$ cat src/rtl/ps2_host_tx.sv
// ps2_host_tx: host-to-device PS/2 command transmitter (inhibit, request-to-send, shift, ACK check)
//   clk_in, reset (async, active-high)
//   ps2_clock_in, ps2_data_in   raw line levels, synchronised internally
//   ps2_clock_oe, ps2_data_oe   1 = pull line low (open-drain enables)
//   tx_data, tx_valid, tx_ready byte request handshake, accepted only in IDLE
//   busy, done, error           status; done/error are one-cycle pulses
//   Optional macro PS2_TX_RETRY_EN: one automatic retry after a NACK or timeout.
module ps2_host_tx #(
    parameter int INHIBIT_CYCLES = 5000,
    parameter int START_CYCLES   = 16,
    parameter int TIMEOUT_CYCLES = 750000
) (
    input  logic       clk_in,
    input  logic       reset,
    input  logic       ps2_clock_in,
    input  logic       ps2_data_in,
    output logic       ps2_clock_oe,
    output logic       ps2_data_oe,
    input  logic [7:0] tx_data,
    input  logic       tx_valid,
    output logic       tx_ready,
    output logic       busy,
    output logic       done,
    output logic       error
);
    localparam int PW = $clog2(INHIBIT_CYCLES > START_CYCLES ? INHIBIT_CYCLES : START_CYCLES) + 1;
    localparam int TW = $clog2(TIMEOUT_CYCLES) + 1;

    typedef enum logic [2:0] {IDLE, INHIBIT, START, SHIFT, LINE_IDLE, DONE, FAIL} state_t;

    state_t        state_q, state_d;
    logic [1:0]    clk_sync_q, clk_sync_d;
    logic [1:0]    data_sync_q, data_sync_d;
    logic          clk_prev_q, clk_prev_d;
    logic [PW-1:0] phase_cnt_q, phase_cnt_d;
    logic [TW-1:0] tmo_cnt_q, tmo_cnt_d;
    logic [3:0]    bit_cnt_q, bit_cnt_d;
    logic [8:0]    frame_q, frame_d;
    logic          clock_oe_q, clock_oe_d;
    logic          data_oe_q, data_oe_d;
    logic          tx_ready_q, tx_ready_d;
    logic          busy_q, busy_d;
    logic          done_q, done_d;
    logic          error_q, error_d;
    logic          fall, fail, drive;
`ifdef PS2_TX_RETRY_EN
    logic          retry_q, retry_d;
`endif

    assign fall = clk_prev_q & ~clk_sync_q[1];

    always_comb begin
        clk_sync_d  = {clk_sync_q[0], ps2_clock_in};
        data_sync_d = {data_sync_q[0], ps2_data_in};
        clk_prev_d  = clk_sync_q[1];
        state_d     = state_q;
        phase_cnt_d = phase_cnt_q;
        tmo_cnt_d   = tmo_cnt_q;
        bit_cnt_d   = bit_cnt_q;
        frame_d     = frame_q;
        drive       = data_oe_q;
        fail        = 1'b0;
`ifdef PS2_TX_RETRY_EN
        retry_d     = retry_q;
`endif
        case (state_q)
            IDLE: begin
                if (tx_valid) begin
                    state_d     = INHIBIT;
                    frame_d     = {~^tx_data, tx_data};
                    bit_cnt_d   = '0;
                    phase_cnt_d = '0;
`ifdef PS2_TX_RETRY_EN
                    retry_d     = 1'b0;
`endif
                end
            end
            INHIBIT: begin
                state_d     = phase_cnt_q == PW'(INHIBIT_CYCLES - 1) ? START : INHIBIT;
                phase_cnt_d = phase_cnt_q == PW'(INHIBIT_CYCLES - 1) ? '0 : phase_cnt_q + 1'b1;
            end
            START: begin
                state_d     = phase_cnt_q == PW'(START_CYCLES - 1) ? SHIFT : START;
                phase_cnt_d = phase_cnt_q == PW'(START_CYCLES - 1) ? '0 : phase_cnt_q + 1'b1;
                tmo_cnt_d   = '0;
            end
            SHIFT, LINE_IDLE: begin
                tmo_cnt_d = tmo_cnt_q + 1'b1;
                if (tmo_cnt_q == TW'(TIMEOUT_CYCLES - 1)) begin
                    fail = 1'b1;
                end else if (state_q == SHIFT && fall) begin
                    // 11th falling edge: device must be holding data low as ACK
                    if (bit_cnt_q == 4'd10) begin
                        fail    = data_sync_q[1];
                        state_d = data_sync_q[1] ? state_q : LINE_IDLE;
                    end else begin
                        drive     = bit_cnt_q < 4'd9 ? ~frame_q[bit_cnt_q] : 1'b0;
                        bit_cnt_d = bit_cnt_q + 4'd1;
                    end
                end else if (state_q == LINE_IDLE && clk_sync_q[1] && data_sync_q[1]) begin
                    state_d = DONE;
                end
            end
            default: state_d = IDLE;
        endcase
        if (fail) begin
`ifdef PS2_TX_RETRY_EN
            // first failure of a byte restarts the whole sequence with the same frame
            state_d     = retry_q ? FAIL : INHIBIT;
            retry_d     = 1'b1;
            bit_cnt_d   = '0;
            phase_cnt_d = '0;
`else
            state_d = FAIL;
`endif
        end
        // outputs are registered copies decoded from the next state
        clock_oe_d = state_d == INHIBIT || state_d == START;
        data_oe_d  = state_d == START || (state_d == SHIFT && drive);
        tx_ready_d = state_d == IDLE;
        busy_d     = state_d != IDLE;
        done_d     = state_d == DONE;
        error_d    = state_d == FAIL;
    end

    always_ff @(posedge clk_in or posedge reset) begin
        if (reset) begin
            state_q     <= IDLE;
            clk_sync_q  <= 2'b11;
            data_sync_q <= 2'b11;
            clk_prev_q  <= 1'b1;
            phase_cnt_q <= '0;
            tmo_cnt_q   <= '0;
            bit_cnt_q   <= '0;
            frame_q     <= '0;
            clock_oe_q  <= 1'b0;
            data_oe_q   <= 1'b0;
            tx_ready_q  <= 1'b1;
            busy_q      <= 1'b0;
            done_q      <= 1'b0;
            error_q     <= 1'b0;
        end else begin
            state_q     <= state_d;
            clk_sync_q  <= clk_sync_d;
            data_sync_q <= data_sync_d;
            clk_prev_q  <= clk_prev_d;
            phase_cnt_q <= phase_cnt_d;
            tmo_cnt_q   <= tmo_cnt_d;
            bit_cnt_q   <= bit_cnt_d;
            frame_q     <= frame_d;
            clock_oe_q  <= clock_oe_d;
            data_oe_q   <= data_oe_d;
            tx_ready_q  <= tx_ready_d;
            busy_q      <= busy_d;
            done_q      <= done_d;
            error_q     <= error_d;
        end
    end

`ifdef PS2_TX_RETRY_EN
    always_ff @(posedge clk_in or posedge reset) begin
        if (reset) retry_q <= 1'b0;
        else retry_q <= retry_d;
    end
`endif

    assign ps2_clock_oe = clock_oe_q;
    assign ps2_data_oe  = data_oe_q;
    assign tx_ready     = tx_ready_q;
    assign busy         = busy_q;
    assign done         = done_q;
    assign error        = error_q;
endmodule

$ cat config.mk
export PLATFORM = sky130hd
export DESIGN_NAME = ps2_host_tx
export DESIGN_NICKNAME = d
export VERILOG_FILES = /design/src/rtl/ps2_host_tx.sv
export SDC_FILE = /design/constraint.sdc
export NUM_CORES = 1
export LEC_CHECK = 0
export BUFFER_PORTS_ARGS = -buffer_cell sky130_fd_sc_hd__clkbuf_2
export CAP_MARGIN = 20
export CORE_UTILIZATION = 50
export CTS_BUF_LIST = sky130_fd_sc_hd__clkbuf_4 sky130_fd_sc_hd__clkbuf_8
export DETAILED_ROUTE_END_ITERATION = 7
export GPL_ROUTABILITY_DRIVEN = 1
export PLACE_DENSITY = 0.67
export SLEW_MARGIN = 20
export SYNTH_ARGS = -nofsm -noshare
export SYNTH_HDL_FRONTEND = slang
export SYNTH_SLANG_ARGS = --single-unit
$ cat constraint.sdc
create_clock -name clk_in -period 4.23 [get_ports clk_in]
set_input_delay 1.0575 -clock clk_in [delete_from_list [all_inputs] [get_ports clk_in]]
set_output_delay 1.0575 -clock clk_in [all_outputs]
set_load 0.02 [all_outputs]
Word level (Yosys, flattened, before mapping)
Cells that the tools add are included.
Widths: inputs -> output; s select.
- register bits: 62
- input port bits: 13
- $add $sub $neg: 3
- order comparisons: 2
- equality and inequality tests: 17
- muxes and demuxes: 31
- bitwise operators: 3
- reduce and logical (&&, ||, !) cells: 17
- operator list (operator ; number):
    $mux 14 ; 3
    $pmux 14 s3 ; 1
    $pmux 21 s2 ; 1
    $add 21x1->21 const B ; 1
    $eq 21x20->1 const B ; 1
    $mux 3 ; 7
    $mux 4 ; 4
    $add 14x1->14 const B ; 1
    $eq 14x13->1 const B ; 1
    $eq 14x4->1 const B ; 1
    $eq 3x2->1 const B ; 4
    $pmux 3 s4 ; 1
    $mux 1 ; 11
    $eq 3x3->1 const B ; 3
    $ne 2x2->1 const B ; 4
    $pmux 4 s2 ; 1
    $reduce_xnor 8->1 ; 1
    $eq 3x1->1 const B ; 2
    $logic_not 3->1 ; 2
    $reduce_bool 3->1 ; 2
    $lt 4x5->1 const B ; 1
    $reduce_and 5->1 ; 1
    $add 4x1->4 const B ; 1
    $bmux 1 s4 ; 1
    10 further kinds ; 17

Longest topological paths before layout
- depth after elaboration: 11
- depth in mapped cells: 9
- gate-level depth less buffers: 9

Worst setup path after synthesis
No wires, ideal clock.
- path kind: input to register
- start point: input tx_valid
- end point: register frame_q[0]
- setup time: 0.125 ns
- arrival time: 2.422 ns
- required time: 4.105 ns
- setup slack: 1.684 ns
- cell stages on the path: 3
- path buffers: 1
- cell sequence: nor4b_1 > clkbuf_1 > mux2_2
- cells in the longest elaborated chain, start to end: 1
- ends and longest elaborated chain (item ; line ; RTL):
    start, declared ; 20 ; input logic tx_valid,
    $reduce_and 2->1 (no line) ; n/a ;
    end signal, assigned ; 150 ; frame_q <= frame_d;
    end, declared ; 38 ; logic [8:0] frame_q, frame_d;
Every way passes these cells.
A chain may end at the register's enable or synchronous reset.

Worst setup path in the final report
- start point: register phase_cnt_q[0]
- end point: register phase_cnt_q[4]
- cells in the longest elaborated chain, start to end: 3
- elaborated cells on any way between the ends: 6
- classes of those cells: add/sub: 1; eq/ne: 2; mux: 3
- ends and longest elaborated chain (item ; line ; RTL):
    start, declared ; 35 ; logic [PW-1:0] phase_cnt_q, phase_cnt_d;
    start signal, assigned ; 147 ; phase_cnt_q <= phase_cnt_d;
    $add 14x1->14 (tied with other cells) ; 80, 84 ;
    $mux 14, on equally long branches ; 84, 80 ;
    $pmux 14 s3 * ; 66 ; case (state_q)
Mark *: on every way between the ends. The rest lies on a longest branch, timed or not.

==> metrics.txt <==
outcome finished, final reports clean; Hold Startpoint clk_sync_q[0]; clk root buf clkbuf_8; DRT Pass-1 Iters 5; Nets 371; unique cell type count in the Yosys netlist 51; TritonCTS Buffers 9; Final Instance Area 0.00367 mm²; Top Ports 19; RSZ-0062 raised after global routing no; P_leak 1.58 nW; EDFF count, synth 0; Initial Utilization 51.6%; clock transition at the registers of the reported paths 70 ps; post-cts sizing count 0; largest net degree at the start of global routing 46; worst reg2reg endpoint phase_cnt_q[4]; maximum net fanout on the critical path 9; routability-driven placement congestion ratio 0.810; core area 0.00631 mm²; initial antenna violation count 0; total power 1.51 mW; Sinks on Clock Net 62; worst hold path type reg2reg; Antenna diodes 0; syn avg cell area 9.90 µm²; worst path cell trace ha_1, or3b_2, or4_4, a2bb2oi_2, or2_1, o21ai_1, a21o_1; Largest stage delay, worst path 550 ps; post-layout util 58.1%; Synth-to-Final Area Change 12.6%; DR vias 2600; count of final max-slew check failures 0; die width 82.7 µm; fillers 556; Rel. slew slack 36.4%; clock skew 10.6 ps; Syn Nets 347; clock share of power 39.3%; switching power 0.373 mW; Comb power frac 12.8%; pwr/cell area 412 mW/mm²; H-tree levels 3; Critical Path RT 4450 ps; Die Height 82.7 µm; main area contributors after synthesis dfrtp_1, dfstp_2, nand3_1; minimum clock period 2560 ps; critical path launch point type register; worst-margin pin slew 952 ps; GRT overflow 0; Hold Buf Count CTS 0; Max Freq 390 MHz; Final setup viols 0; reg2reg setup slack 1670 ps; end of the worst hold path clk_sync_q[1]; cell class contributing the biggest share of worst-path delay simple AND/OR/NAND/NOR gates; CP Class reg2reg; final period utilization 60.6%; vias in the first global route 2311; HPWL after DPL 4.60 mm; worst hold path depth 0; Syn. warnings 0; row count 29; #FFs+latches synth 62; CP max stage cell or4_4; CP endpoint kind register; CP Buf/Inv Count 0; first-pass GRT wire length 10.8 mm; Clk Latency, worst-skew pair 330 ps; Wirelength per Cell 15.2 µm; # port buffers 18; Max-cap violations 0; commonest cells after routing, fill and taps aside dfrtp_1, nand2_1, nand3_1, nor2_1, clkbuf_2; worst path arrival time 2780 ps; Top FF cell, synth dfrtp_1; layout cells sized above 1 19.0%; DR iter-0 viols 163; final wirelength 6.62 mm; worst r2r src phase_cnt_q[0]; Net Sw Frac 24.7%; TNS Setup 0 ps; async set or reset register ratio after synthesis 100%; post-CTS setup buffer count 0; Die Area 0.00684 mm²; Fin Hold WS 355 ps; cell accounting for the most synthesized area dfrtp_1; Cells after Synth 329; maximum VDD drop 249 µV; Seq pwr share 47.9%; most common cell after layout, fill and taps aside dfrtp_1; Synth Cell Area 0.00326 mm²; clock buffer depth 2; placed cell areas 0.00344 mm²; CTS tree built; final hold vios 0; DR vias/cell 5.98; Post-DRT Antenna Nets 0; FF-to-FF path depth 7; All-Layer GR Usage 21.1%; Seq/Total Area, Yosys 47.8%; drc violations 0; area share of the largest cell type after synthesis 43.0%; Int Power 1.14 mW
==> registers in the layout, summed over array words and instances, names as in the netlist <==
register / count
tmo_cnt_q: 21
tx_ready: 1
state_q: 3
data_sync_q: 2
phase_cnt_q: 14
bit_cnt_q: 4
clk_prev_q: 1
error: 1
frame_q: 9
done: 1
busy: 1
ps2_clock_oe: 1
ps2_data_oe: 1
clk_sync_q: 2
==> metrics by stage <==
step | cells | setup WS (ps)
3_3_place_gp | 419 | 1740
4_1_cts | 435 | 1670
6_report | 435 | 1670
3_5_place_dp | 419 | 1680
5_1_grt | 435 | 1500
2_1_floorplan | 329 | 1640
==> worst max-delay path by stage <==
stage	depth (start not counted)	start	end	slack (ps)
floorplan	1	reset	bit_cnt_q[0]	1640
global placement	7	phase_cnt_q[0]	phase_cnt_q[4]	1740
detailed placement	7	phase_cnt_q[0]	phase_cnt_q[4]	1680
CTS	7	phase_cnt_q[0]	phase_cnt_q[4]	1670
global route	7	phase_cnt_q[0]	phase_cnt_q[4]	1500
finish	7	phase_cnt_q[0]	phase_cnt_q[4]	1670
==> cells by family after synthesis <==
logic type | share of synthesized area (%)
fa+ha+maj | 1.92
flops | 47.8
xor+xnor | 3.76
buf+inv | 2.07
simple gates | 25.2
compound gates | 11.8
mux | 7.33
==> synthesized netlist by cell type, drive strengths merged (3+ instances only) <==
master and count:
o31ai 6, or2 3, nor3 10, xor2 5
nand3b 3, inv 9, mux2i 7, a21oi 14
nand4 6, xnor2 9, or4 4, ha 5
nand2 34, nor3b 4, nand3 26, and3 12
dfstp 6, dfrtp 56, o21ai 24, a21o 3
clkbuf 7, a22o 4, nor2 23, or3 3
nor4 3, mux2 11, nand2b 5
==> layout make-up <==
class / count / area, µm² / share of cell area [%]
Multi-Input combinational cell: 250 / 1640 / 44.6
Clock buffer: 12 / 159 / 4.33
Timing Repair Buffer: 21 / 113 / 3.07
Clock inverter: 4 / 70.1 / 1.91
Tap cell: 77 / 96.3 / 2.63
Inverter: 9 / 33.8 / 0.921
Sequential cell: 62 / 1560 / 42.5
==> per-layer routing <==
layer / GRT usage (%) / wire length, µm / vias to the layer above
met5: 0 / 0 / -
met4: 8.79 / 123 / 0
li1: - / - / 1249
met1: 29.3 / 3200 / 1275
met2: 31.6 / 3050 / 62
met3: 4.62 / 247 / 14
==> power groups by stage <==
stage,clock (mW),combinational (mW),sequential [mW]
after floorplan,0,0.158,0.713
after global placement,0,0.192,0.727
after detailed placement,0,0.194,0.734
after CTS,0.607,0.196,0.724
after global routing,0.638,0.219,0.733
final,0.594,0.193,0.724
Power figures use the tool's default switching activity.
